===== config.mk =====
export PLATFORM = sky130hd
export DESIGN_NAME = mult_iter_unit
export DESIGN_NICKNAME = d
export VERILOG_FILES = /design/src/rtl/mult_iter_unit.sv
export SDC_FILE = /design/constraint.sdc
export NUM_CORES = 1
export LEC_CHECK = 0
export BUFFER_PORTS_ARGS = -buffer_cell sky130_fd_sc_hd__buf_2
export CELL_PAD_IN_SITES_DETAIL_PLACEMENT = 1
export CELL_PAD_IN_SITES_GLOBAL_PLACEMENT = 1
export CORE_MARGIN = 2
export CORE_UTILIZATION = 34
export CTS_CLUSTER_DIAMETER = 120
export DETAILED_ROUTE_END_ITERATION = 10
export GPL_TIMING_DRIVEN = 0
export PLACE_DENSITY = 0.7
export SLEW_MARGIN = 20
export SYNTH_ARGS = -nofsm -noshare
export SYNTH_HDL_FRONTEND = slang
export SYNTH_SLANG_ARGS = --single-unit
export TNS_END_PERCENT = 5

===== constraint.sdc =====
create_clock -name clk -period 9.55 [get_ports clk]
set_clock_uncertainty 0.2 [all_clocks]
set_input_delay 1.91 -clock clk [delete_from_list [all_inputs] [get_ports clk]]
set_output_delay 1.91 -clock clk [all_outputs]
set_load 0.05 [all_outputs]

===== src/rtl/mult_iter_unit.sv =====
// Iterative radix-2 shift-add 32x32 multiplier with signed/unsigned support.
// Optional MULT_EARLY_TERM_EN stops the loop once the remaining multiplier is zero.
module mult_iter_unit #(
  parameter int unsigned WIDTH = 32,
  parameter int unsigned CNT_W = 6
) (
  input  logic             clk,
  input  logic             reset,
  input  logic             start_mult,
  input  logic             mult_sign,
  input  logic [WIDTH-1:0] op_a,
  input  logic [WIDTH-1:0] op_b,
  output logic             busy,
  output logic             done,
  output logic [WIDTH-1:0] prod_hi,
  output logic [WIDTH-1:0] prod_lo
);

  typedef enum logic [1:0] {StIdle, StCalc, StDone} state_e;

  state_e                 state_q, state_d;
  logic [WIDTH-1:0]       mcand_q, mcand_d;
  logic [WIDTH-1:0]       mplier_q, mplier_d;
  logic [2*WIDTH-1:0]     acc_q, acc_d;
  logic [2*WIDTH-1:0]     prod_q, prod_d;
  logic [CNT_W-1:0]       cnt_q, cnt_d;
  logic                   neg_q, neg_d;

  logic [WIDTH-1:0]       mag_a, mag_b;
  logic [2*WIDTH-1:0]     acc_sum;
  logic                   last_iter;

  always_comb begin
    mag_a = (mult_sign && op_a[WIDTH-1]) ? (~op_a + WIDTH'(1)) : op_a;
    mag_b = (mult_sign && op_b[WIDTH-1]) ? (~op_b + WIDTH'(1)) : op_b;
    acc_sum = acc_q + (mplier_q[0] ? ({{WIDTH{1'b0}}, mcand_q} << cnt_q) : '0);
`ifdef MULT_EARLY_TERM_EN
    // Done once no set bits remain above the one consumed this cycle.
    last_iter = (cnt_q == CNT_W'(WIDTH - 1)) || (mplier_q[WIDTH-1:1] == '0);
`else
    last_iter = (cnt_q == CNT_W'(WIDTH - 1));
`endif
  end

  always_comb begin
    state_d  = state_q;
    mcand_d  = mcand_q;
    mplier_d = mplier_q;
    acc_d    = acc_q;
    prod_d   = prod_q;
    cnt_d    = cnt_q;
    neg_d    = neg_q;
    unique case (state_q)
      StIdle, StDone: begin
        state_d = StIdle;
        if (start_mult) begin
          state_d  = StCalc;
          mcand_d  = mag_a;
          mplier_d = mag_b;
          neg_d    = mult_sign & (op_a[WIDTH-1] ^ op_b[WIDTH-1]);
          acc_d    = '0;
          cnt_d    = '0;
        end
      end
      StCalc: begin
        acc_d    = acc_sum;
        mplier_d = mplier_q >> 1;
        cnt_d    = cnt_q + CNT_W'(1);
        if (last_iter) begin
          state_d = StDone;
          prod_d  = neg_q ? (~acc_sum + (2*WIDTH)'(1)) : acc_sum;
        end
      end
      default: state_d = StIdle;
    endcase
  end

  always_ff @(posedge clk) begin
    if (!reset) begin
      state_q  <= StIdle;
      mcand_q  <= '0;
      mplier_q <= '0;
      acc_q    <= '0;
      prod_q   <= '0;
      cnt_q    <= '0;
      neg_q    <= 1'b0;
    end else begin
      state_q  <= state_d;
      mcand_q  <= mcand_d;
      mplier_q <= mplier_d;
      acc_q    <= acc_d;
      prod_q   <= prod_d;
      cnt_q    <= cnt_d;
      neg_q    <= neg_d;
    end
  end

  assign busy    = (state_q == StCalc);
  assign done    = (state_q == StDone);
  assign prod_hi = prod_q[2*WIDTH-1:WIDTH];
  assign prod_lo = prod_q[WIDTH-1:0];

endmodule


==> impl_metrics.tcl <==
set metrics [dict create \
    status "finished, final reports clean" \
    drive_gt1_share_pct 9.73 \
    synth.most_common_cell "nor2_1" \
    postCtsHoldBufs 0 \
    p_leak_nw 7.55 \
    worstHoldPathType "reg -> reg" \
    cts-buffers-inserted 27 \
    cts_tree "done" \
    critical-path-top-delay-family "simple AND/OR/NAND/NOR gates" \
    die_y_um 226 \
    port_buffers 131 \
    cp_max_fo 10 \
    yosys.area.top_type "dfxtp_1" \
    ys_seq_area_share_pct 23.9 \
    insertion_delay_ns 0.58 \
    wl_um 75900 \
    busiest_layer "met2" \
    place_ws_ns -0.0301 \
    synth_top_cells_by_count "nor2_1, nand2_1, dfxtp_1" \
    grt_util_met3_pct 4.34 \
    ant_nets 0 \
    rows 81 \
    gp_congestion 1.06 \
    ys.warnings.count 0 \
    num_vias 18737 \
    ys_ff_latch 201 \
    crit_buf_inv 5 \
    grt_remaining_overflow 0 \
    place_hpwl_um 61900 \
    ys.flop_type "dfxtp_1" \
    setup_viol 0 \
    grt_pass1_vias 18970 \
    finalHoldViolCount 0 \
    cts_buffer_depth 3 \
    startpoint_type "flip-flop" \
    synthArstFlopShare_pct 0 \
    antenna_found_initial 2 \
    drc 0 \
    synthTopCellsByArea "dfxtp_1, nor2_1, nand2_1, a21oi_1, ha_1" \
    avgViaCountPerCell 5.91 \
    finalWorstSetupSlack_ns 0.492 \
    powerDensity_nw_per_um2 129 \
    top_level_ports 134 \
    grt_max_degree 15 \
    max_stage_delay_ns 0.69 \
    crit_type "reg -> reg" \
    rsz0062_at_grt "no" \
    syn-cell-area_um2 16800 \
    ys_types 84 \
    ir_worst_vdd_mv 0.117 \
    max-cap-violations 0 \
    initial_core_util_pct 34.4 \
    synth_nets 2463 \
    period_share_pct 94.8 \
    drt_iter0_markers 1085 \
    avgSynthCellArea_um2 7.23 \
    grt_pass1_wl_um 114000 \
    core-area_um2 48800 \
    synth_edf_count 0 \
    max_freq_mhz 110 \
    layout.nets 2624 \
    synth_top_area_share_pct 23.9 \
    min_period_ns 9.06 \
    grtUsageMet2_pct 50.5 \
    crit_arrival_ns 9.38 \
    first_pass_iters 7 \
    diodes 0 \
    cts_root_buffer "clkbuf_16" \
    cts.sinks 201 \
    cts.clk_slew.worst_paths_ns 0.06 \
    slew_violations 0 \
    required_ns 9.88 \
    met1_usage_pct 36.3 \
    cts_max_level 1 \
    die_w_um 226 \
    tns_ns 0 \
    tightest_slew_ns 1.19 \
    grtUsageTotal_pct 29.1 \
    wl_per_cell_um 23.9 \
    cp-end-kind "flip-flop" \
    cpMaxStageDelayCell "clkdlybuf4s15_1" \
    area_growth_pct 15.1 \
    die_area_um2 51300 \
    slew_headroom_pct 20.0 \
    synthCells 2327 \
]
==> power breakdown <==
| group | switching [mW] | internal, mW |
|---|---|---|
| logic | 0.334 | 0.141 |
| registers | 0.0221 | 0.864 |
| clock network | 0.431 | 0.715 |
==> final timing paths <==
check | from | endpoint | slack [ns] | cells after the start
setup / recovery | cnt_q[0] | prod_q[51] | 0.49 | 25
hold / removal | prod_q[9] | prod_q[9] | 0.26 | 2
setup reg to reg | cnt_q[0] | prod_q[51] | 0.49 | 25
hold reg to reg | prod_q[9] | prod_q[9] | 0.26 | 2
==> cells by family (layout without fill, tap and decap cells) <==
group,count (synthesis),after routing,share of synthesized area (%)
xor gates and xnor gates,149,149,7.76
buffers and inverters,194,375,4.49
AOI/OAI and AO/OA,735,735,28.6
muxes,67,67,5.25
DFF,201,201,23.9
adders and majority gates,68,68,5.10
and+or+nand+nor,913,913,24.8
==> metrics by stage <==
stage / hold slack (ns) / area [um^2] / power, mW / std cells / util, %
detailed placement: 0.251 / 18300 / 1.37 / 3123 / 37.5
global route: 0.285 / 19400 / 2.59 / 3172 / 39.6
global placement: 0.240 / 18300 / 1.35 / 3122 / 37.5
CTS: 0.260 / 19300 / 2.52 / 3172 / 39.6
finish: 0.255 / 19400 / 2.51 / 3172 / 39.6
floorplan: 0.241 / 16800 / 1.17 / 2327 / -
==> state kept, by name, summed over array words and instances, names as in the netlist <==
name,cells
acc_q,64
mcand_q,32
cnt_q,6
state_q,2
neg_q,1
prod_q,64
mplier_q,32
==> worst min-delay path, cell delays in order, from the launching register on <==
cell     delay, ns
dfxtp_1       0.31
nand2_1       0.05
a21oi_1       0.05
==> metal layers <==
layer	wire length, um	vias up
li1	-	8842
met1	32700	9222
met2	36300	551
met3	3940	122
met4	2940	0
met5	0	-
==> what timing repair did <==
action / CTS / global route
gates resized for setup: 1 / 12
endpoints found under the setup margin: 1 / 19
buffers inserted: 0 / 0
endpoints found under the hold margin: 0 / 0
==> cell usage in the layout, fill, tap and decap left out, drive strengths merged, types with 62 or more instances in the layout <==
| master | instances |
|---|---|
| clkbuf | 172 |
| ha | 67 |
| buf | 157 |
| a211oi | 84 |
| nand2 | 264 |
| dfxtp | 201 |
| nor2 | 332 |
| a22oi | 96 |
| a21oi | 194 |
| xnor2 | 62 |
| xor2 | 87 |
| o21ai | 145 |
==> final cells by class <==
type	instances	area, um^2
Fill cell	6207	29500
Clock buffer	35	746
Inverter	31	116
Multi-Input combinational cell	1932	12100
Tap cell	664	831
Sequential cell	201	4020
Timing Repair Buffer	132	671
Buffer	163	651
Clock inverter	14	245
No activity file was read; power rests on OpenSTA's default activity.
